`src/rtl/z2_cycle_master.sv`:
```
// Zorro II / 68000-style bus initiator: runs one asynchronous word cycle per request
// and returns read data, or flags a bus error when DTACK_n never arrives.
module z2_cycle_master #(
  parameter int TIMEOUT = 64,
  parameter int CNT_W   = 7
) (
  input  logic        CLK,
  input  logic        RESET,
  input  logic        req,
  input  logic        req_rw,
  input  logic [22:0] req_addr,
  input  logic [15:0] req_wdata,
  input  logic        req_uds,
  input  logic        req_lds,
  output logic        busy,
  output logic        req_ack,
  output logic [15:0] req_rdata,
  output logic        req_berr,
  output logic [22:0] ADDR,
  output logic        RW,
  output logic        AS_n,
  output logic        UDS_n,
  output logic        LDS_n,
  output logic [15:0] DOUT,
  output logic        DOUT_OE,
  input  logic [15:0] DIN,
  input  logic        DTACK_n
);

  // state    | meaning
  // S_IDLE   | waiting for req
  // S_SETUP  | address/RW (and write data) valid, AS_n high
  // S_STROBE | AS_n asserted; read strobes DS with AS
  // S_WAIT   | strobes asserted, waiting for DTACK or timeout
  // S_END    | strobes negated, req_ack pulse, write data held
  // S_RECOVER| waiting for the target to release DTACK
  typedef enum logic [2:0] {
    S_IDLE, S_SETUP, S_STROBE, S_WAIT, S_END, S_RECOVER
  } state_t;

  localparam logic [CNT_W-1:0] CNT_LAST = CNT_W'(TIMEOUT - 1);
  localparam logic [CNT_W-1:0] CNT_ONE  = CNT_W'(1);

  state_t           state, state_nxt;
  logic [CNT_W-1:0] cnt, cnt_nxt;
  logic             dtack_m, dtack_s;
  logic             cyc_rw, cyc_rw_nxt;
  logic             cyc_uds, cyc_uds_nxt;
  logic             cyc_lds, cyc_lds_nxt;

  logic        busy_nxt, ack_nxt, berr_nxt;
  logic [15:0] rdata_nxt, dout_nxt;
  logic [22:0] addr_nxt;
  logic        rw_nxt, as_nxt, uds_nxt, lds_nxt, oe_nxt;

  always_comb begin
    state_nxt   = state;
    cnt_nxt     = cnt;
    cyc_rw_nxt  = cyc_rw;
    cyc_uds_nxt = cyc_uds;
    cyc_lds_nxt = cyc_lds;
    ack_nxt     = 1'b0;
    berr_nxt    = req_berr;
    rdata_nxt   = req_rdata;
    addr_nxt    = ADDR;
    rw_nxt      = RW;
    as_nxt      = AS_n;
    uds_nxt     = UDS_n;
    lds_nxt     = LDS_n;
    dout_nxt    = DOUT;
    oe_nxt      = DOUT_OE;

    unique case (state)
      S_IDLE: begin
        if (req) begin
          if (!req_uds && !req_lds) begin
            // no lane enabled: abort without touching the bus
            state_nxt = S_END;
            ack_nxt   = 1'b1;
            berr_nxt  = 1'b1;
          end else begin
            state_nxt   = S_SETUP;
            cyc_rw_nxt  = req_rw;
            cyc_uds_nxt = req_uds;
            cyc_lds_nxt = req_lds;
            berr_nxt    = 1'b0;
            addr_nxt    = req_addr;
            rw_nxt      = req_rw;
            if (!req_rw) begin
              dout_nxt = req_wdata;
              oe_nxt   = 1'b1;
            end
          end
        end
      end
      S_SETUP: begin
        state_nxt = S_STROBE;
        cnt_nxt   = '0;
        as_nxt    = 1'b0;
        if (cyc_rw) begin
          uds_nxt = !cyc_uds;
          lds_nxt = !cyc_lds;
        end
      end
      S_STROBE: begin
        state_nxt = S_WAIT;
        uds_nxt   = !cyc_uds;
        lds_nxt   = !cyc_lds;
      end
      S_WAIT: begin
        if (!dtack_s || cnt == CNT_LAST) begin
          // DTACK takes priority over a coincident timeout
          state_nxt = S_END;
          ack_nxt   = 1'b1;
          berr_nxt  = dtack_s;
          cnt_nxt   = '0;
          as_nxt    = 1'b1;
          uds_nxt   = 1'b1;
          lds_nxt   = 1'b1;
          if (!dtack_s && cyc_rw) rdata_nxt = DIN;
        end else begin
          cnt_nxt = cnt + CNT_ONE;
        end
      end
      S_END: begin
        state_nxt = S_RECOVER;
        cnt_nxt   = '0;
        oe_nxt    = 1'b0;
        rw_nxt    = 1'b1;
      end
      S_RECOVER: begin
        if (dtack_s || cnt == CNT_LAST) state_nxt = S_IDLE;
        else                            cnt_nxt   = cnt + CNT_ONE;
      end
      default: state_nxt = S_IDLE;
    endcase

    busy_nxt = (state_nxt != S_IDLE);
  end

  always_ff @(posedge CLK) begin
    if (RESET) begin
      state     <= S_IDLE;
      cnt       <= '0;
      dtack_m   <= 1'b1;
      dtack_s   <= 1'b1;
      cyc_rw    <= 1'b1;
      cyc_uds   <= 1'b0;
      cyc_lds   <= 1'b0;
      busy      <= 1'b0;
      req_ack   <= 1'b0;
      req_berr  <= 1'b0;
      req_rdata <= '0;
      ADDR      <= '0;
      RW        <= 1'b1;
      AS_n      <= 1'b1;
      UDS_n     <= 1'b1;
      LDS_n     <= 1'b1;
      DOUT      <= '0;
      DOUT_OE   <= 1'b0;
    end else begin
      state     <= state_nxt;
      cnt       <= cnt_nxt;
      dtack_m   <= DTACK_n;
      dtack_s   <= dtack_m;
      cyc_rw    <= cyc_rw_nxt;
      cyc_uds   <= cyc_uds_nxt;
      cyc_lds   <= cyc_lds_nxt;
      busy      <= busy_nxt;
      req_ack   <= ack_nxt;
      req_berr  <= berr_nxt;
      req_rdata <= rdata_nxt;
      ADDR      <= addr_nxt;
      RW        <= rw_nxt;
      AS_n      <= as_nxt;
      UDS_n     <= uds_nxt;
      LDS_n     <= lds_nxt;
      DOUT      <= dout_nxt;
      DOUT_OE   <= oe_nxt;
    end
  end

endmodule

```
`config.mk`:
```
export PLATFORM = sky130hd
export DESIGN_NAME = z2_cycle_master
export DESIGN_NICKNAME = d
export VERILOG_FILES = /design/src/rtl/z2_cycle_master.sv
export SDC_FILE = /design/constraint.sdc
export NUM_CORES = 1
export LEC_CHECK = 0
export CORE_AREA = 2 2 128 68
export CTS_BUF_LIST = sky130_fd_sc_hd__clkbuf_4
export DETAILED_ROUTE_END_ITERATION = 12
export DIE_AREA = 0 0 130 70
export DONT_BUFFER_PORTS = 1
export GPL_TIMING_DRIVEN = 0
export PLACE_DENSITY = 0.56
export SETUP_SLACK_MARGIN = 0.2
export SYNTH_ARGS = -nofsm -noshare
export SYNTH_HDL_FRONTEND = slang
export SYNTH_SLANG_ARGS = --single-unit
```
`constraint.sdc`:
```
create_clock -name CLK -period 1.8 [get_ports CLK]
set_clock_uncertainty 0.1 [all_clocks]
set_input_delay 0.27 -clock CLK [delete_from_list [all_inputs] [get_ports CLK]]
set_output_delay 0.27 -clock CLK [all_outputs]
set_load 0.005 [all_outputs]
```
---- Word-level counts from Yosys, hierarchy flattened ----
Index checks and enable logic that the tools add are counted.
storage, ports and cells
  bits of input ports ..................... 62
  bits in registers ....................... 78
  word-level logic and storage cells ...... 87
  output and inout bits ................... 63
cells by class
  bitwise operators ....................... 2
  reduce and logical (&&, ||, !) cells .... 26
  equality and inequality tests ........... 12
  mux-type cells .......................... 28
  $add $sub $neg .......................... 1
operator list
  cell                                                                    count
  7-bit case mux with 3 select lines                                      1
  3-bit case mux with 6 select lines                                      1
  3-bit AND reduction                                                     5
  7-bit two-way mux                                                       2
  1-bit two-way mux                                                       13
  3-bit two-way mux                                                       4
  2-bit inequality test (second input constant)                           6
  1-bit case mux with 2 select lines                                      5
  3-bit nonzero test                                                      3
  4-bit AND reduction                                                     2
  7-bit by 1-bit adder with 7-bit output (second input constant)          1
  7-bit by 6-bit equality test with 1-bit output (second input constant)  1
  3-bit by 2-bit equality test with 1-bit output (second input constant)  2
  3-bit equality test (second input constant)                             2
  1-bit case mux with 3 select lines                                      2
  2-bit nonzero test                                                      3
  1-bit zero test                                                         5
  2-bit AND reduction                                                     2
  3-bit by 1-bit equality test with 1-bit output (second input constant)  1
  3-bit zero test                                                         1
  1-bit logical AND                                                       2
  1-bit logical OR                                                        2
  1-bit NOT                                                               2
  2-bit OR reduction                                                      1

---- Longest topological paths before layout ----
  depth after elaboration ................. 6
  mapped depth ............................ 7
  depth with buffers taken out ............ 5

---- Least setup slack after synthesis ----
Ideal clock, no wire load.
  path kind ............................... register to register
  from .................................... reg state[0]
  to ...................................... reg DOUT[10]
  clock period less this slack ............ 1.708 ns
  buffers on the path ..................... 2
  stages on the path, launching flop included .. 7
  arrival ................................. 1.476 ns
  setup slack ............................. 0.092 ns
  required time ........................... 1.568 ns
  setup time .............................. 0.132 ns
  path through ............................ dfxtp_1 > or2_4 > or4_1 > buf_2 > buf_6 > nand2_1 > a21oi_1
between the ends
  longest elaborated chain between the ends .. 2
ends and longest elaborated chain
  item                                  RTL line  RTL
  from (decl)                           44        state_t state, state_nxt;
  from (signal assigned)                162       state <= state_nxt;
  3-bit zero test                       73        unique case (state)
  4-bit AND reduction (no source line)  -
  to (signal assigned)                  178       DOUT <= dout_nxt;
  to (decl)                             24        output logic [15:0] DOUT,
Every way passes these cells.
A chain may end at the register's enable or synchronous reset.

---- Worst setup path in the final report ----
  from .................................... reg state[1]
  to ...................................... reg DOUT[5]
Same word-level chain as after synthesis.

==> results.yml <==
status:
  status: "finished clean"
sta:
  timing.fmax_mhz: 570
  setup_slack_ns: 0.0442
  setup_violations: 0
  finalHoldViolCount: 0
  tightest_slew_ns: 0.731
  slew_viol_final: 0
  grt_setup_unrepaired: "yes"
  fin_crit_sh: 0.975
  period_needed_ns: 1.76
  relSlewSlack: 0.508
critical_path:
  end_kind: "register"
  rr_worst_depth: 6
  r2r_end: "DOUT[5]$_SDFFE_PP0P_"
  worstPathMaxFanout: 7
  path_depth: 6
  critPathBufInv: 2
  cp-start-kind: "register"
  crit_type: "register to register"
  required_ns: 2.00
  cp_slowest_stage_delay_ns: 0.48
  crit_chain: "or2_4 -> or4_4 -> buf_6 -> buf_12 -> nand2_2 -> a21oi_1"
  r2r-start: "state[1]$_SDFF_PP0_"
  crit_family: "simple AND/OR/NAND/NOR gates"
  cp.arrival_ns: 1.96
  reg2reg_slack_ns: 0.04
  cpMaxStageDelayCell: "or4_4"
die:
  dieArea_um2: 9100
  core.rowCount: 24
  start_util: 0.379
  die_x_um: 130
  coreArea_um2: 8200
  die_h_um: 70
  num_io_pins: 125
cts:
  cts_tree: "done"
  cts-root-buf: "clkbuf_4"
  clock-sinks: 78
  cts_buffers: 9
  clockBufferDepth: 2
  cts_max_level: 3
  clk_latency_ns: 0.44
  path_clk_slew_ns: 0.12
cells_and_area:
  drive_above_1_share: 0.276
  area_delta_synth_final_pct: 47.3
  antenna-diode-count: 0
  fin_nets: 522
  regArea_um2: 1580
  num-fill-cells: 760
  multi_input_area_um2: 1690
route:
  met3_length_mm: 1.01
  routed-via-count: 3005
  wl_met2_mm: 4.33
  met1_length_mm: 4.28
  drt_iter0_markers: 150
  route.detailed.drc: 0
  drt_pass1_iterations: 5
  highest_layer: "met4"
  detail_route.vias_per_cell: 5.17
  wl_mm: 9.76
  route.antenna.remaining_nets: 0
  wl_per_cell_um: 16.8
worst_hold_path:
  hold_start: "req_rw"
  hp-class: "input pin to register"
  whs_endpoint: "RW$_SDFFE_PP1P_"
  worstHoldPathCells: 3
place:
  gp_congestion: 0.840
  dpl.hpwl_mm: 6.23
  portBuffers: 0
  dp_slack_ns: -0.396
yosys:
  synthTopCellsByArea: "dfxtp_1 50%, nand2_1 10%, a21oi_1 8.5%"
  seq_area_frac_synth: 0.502
  netlist_area_um2: 3110
  yosysTopAreaCell: "dfxtp_1"
  ys_async_sr_fraction: 0
  syn_inst: 364
  netlist.area_leader.share: 0.502
  ys_warn_count: 0
  syn_nets: 427
  ys_top_cells_by_count: "86 x nand2_1, 78 x dfxtp_1, 53 x a21oi_1, 30 x nor2_1, 17 x mux2i_1"
  dominantRegCellSynth: "dfxtp_1"
  synth_edf_count: 0
  yosys_register_bits: 78
  yosysMostFrequentCell: "nand2_1"
  synth.distinct_cells: 47
  avgSynthCellArea_um2: 8.54
grt:
  grt_max_degree: 14
  grt_pass1_vias: 2869
  grt_overflow: 0
  grt_usage: 0.210
  grt_first_pass_wirelength_mm: 14.5
  antenna_found_initial: 0
job:
  cap_violations: 0
power_and_ir_drop:
  ir_drop_v: 0.000438
  power.density_nw_per_um2: 816
  finalPower_w: 0.00374
  leakage_nw: 1.65
==> layout by cell type, fill, tap and decap left out, types with 3 or more instances in the layout <==
| master | netlist | routed |
|---|---|---|
| a21o_1 | 5 | 5 |
| a21oi_1 | 53 | 34 |
| a21oi_2 | 0 | 19 |
| a22oi_1 | 4 | 3 |
| buf_4 | 1 | 18 |
| buf_6 | 2 | 15 |
| buf_8 | 0 | 3 |
| clkbuf_1 | 13 | 8 |
| clkbuf_4 | 0 | 10 |
| dfxtp_1 | 78 | 71 |
| dfxtp_2 | 0 | 4 |
| dfxtp_4 | 0 | 3 |
| dlygate4sd3_1 | 0 | 59 |
| mux2i_1 | 17 | 17 |
| nand2_1 | 86 | 68 |
| nand2_2 | 0 | 15 |
| nand2_4 | 0 | 3 |
| nand3_1 | 7 | 6 |
| nor2_1 | 30 | 29 |
| nor2b_1 | 4 | 3 |
| nor3_1 | 4 | 3 |
| o21ai_0 | 9 | 4 |
| o21ai_4 | 0 | 3 |
| o21bai_1 | 4 | 4 |
==> where the power goes <==
group	total (W)	internal (W)	switching, W
clock network	0.00106	0.000434	0.000627
logic	0.000754	0.000387	0.000367
registers	0.00192	0.00183	0.0000924
==> routing by layer <==
layer,track usage,up-vias
met5,0,-
met4,0.0609,0
met3,0.105,13
met2,0.322,138
met1,0.261,1422
li1,-,1432
==> metrics by stage <==
| stage | hold WS, ns | util | setup TNS (ns) | std cells | area (um2) |
|---|---|---|---|---|---|
| 3_5_place_dp | 0.277 | 0.399 | -5.54 | 481 | 3270 |
| 6_report | 0.0470 | 0.558 | 0 | 581 | 4580 |
| 5_1_grt | 0.00665 | 0.558 | 0 | 581 | 4580 |
| 4_1_cts | 0.0282 | 0.533 | 0 | 575 | 4370 |
| 3_3_place_gp | 0.277 | 0.399 | -4.22 | 481 | 3270 |
| 2_1_floorplan | 0.274 | - | 0 | 364 | 3130 |
==> cells by family (layout without fill, tap and decap cells) <==
group | after synthesis | after routing | share of synthesized area
fa+ha+maj | 1 | 1 | 0.00403
mux | 18 | 18 | 0.0584
buf+inv | 26 | 126 | 0.0407
flops | 78 | 78 | 0.502
simple gates | 153 | 153 | 0.230
compound gates | 88 | 88 | 0.165
==> registers in the layout (all words and copies together), names as in the netlist, 3 cells and up <==
signal     flops
req_rdata     16
state          3
ADDR          23
DOUT          16
cnt            7
==> area by class of cell <==
cell class | instances | area share
repair buffers | 84 | 0.179
plain buffers | 24 | 0.0432
well taps | 117 | 0.0320
multi-input cells | 260 | 0.369
clock inverters | 6 | 0.0137
inverters | 2 | 0.00164
flip-flops and latches | 78 | 0.345
clock buffers | 10 | 0.0164
==> worst register-to-register path, cell delays in order (launching register included) <==
cell     delay [ns]
dfxtp_4        0.39
or2_4          0.25
or4_4          0.48
buf_6          0.15
buf_12         0.13
nand2_2        0.06
a21oi_1        0.06
==> worst max path at each step <==
stage,to,startpoint
2_1_floorplan,DOUT[10]$_SDFFE_PP0P_,state[1]$_SDFF_PP0_
3_3_place_gp,cnt[0]$_SDFFE_PP0P_,state[2]$_SDFF_PP0_
3_5_place_dp,cnt[0]$_SDFFE_PP0P_,state[2]$_SDFF_PP0_
4_1_cts,DOUT[15]$_SDFFE_PP0P_,state[0]$_SDFF_PP0_
5_1_grt,DOUT[11]$_SDFFE_PP0P_,state[1]$_SDFF_PP0_
6_report,DOUT[5]$_SDFFE_PP0P_,state[1]$_SDFF_PP0_
==> what timing repair did <==
item,in CTS,in global routing
pin swaps,11,21
buffers inserted,15,6
hold buffers,59,0
endpoints found under the hold margin,60,0
gates resized for setup,61,53
cloned,4,0
setup endpoints to repair,74,70
Power figures use the tool's default switching activity.
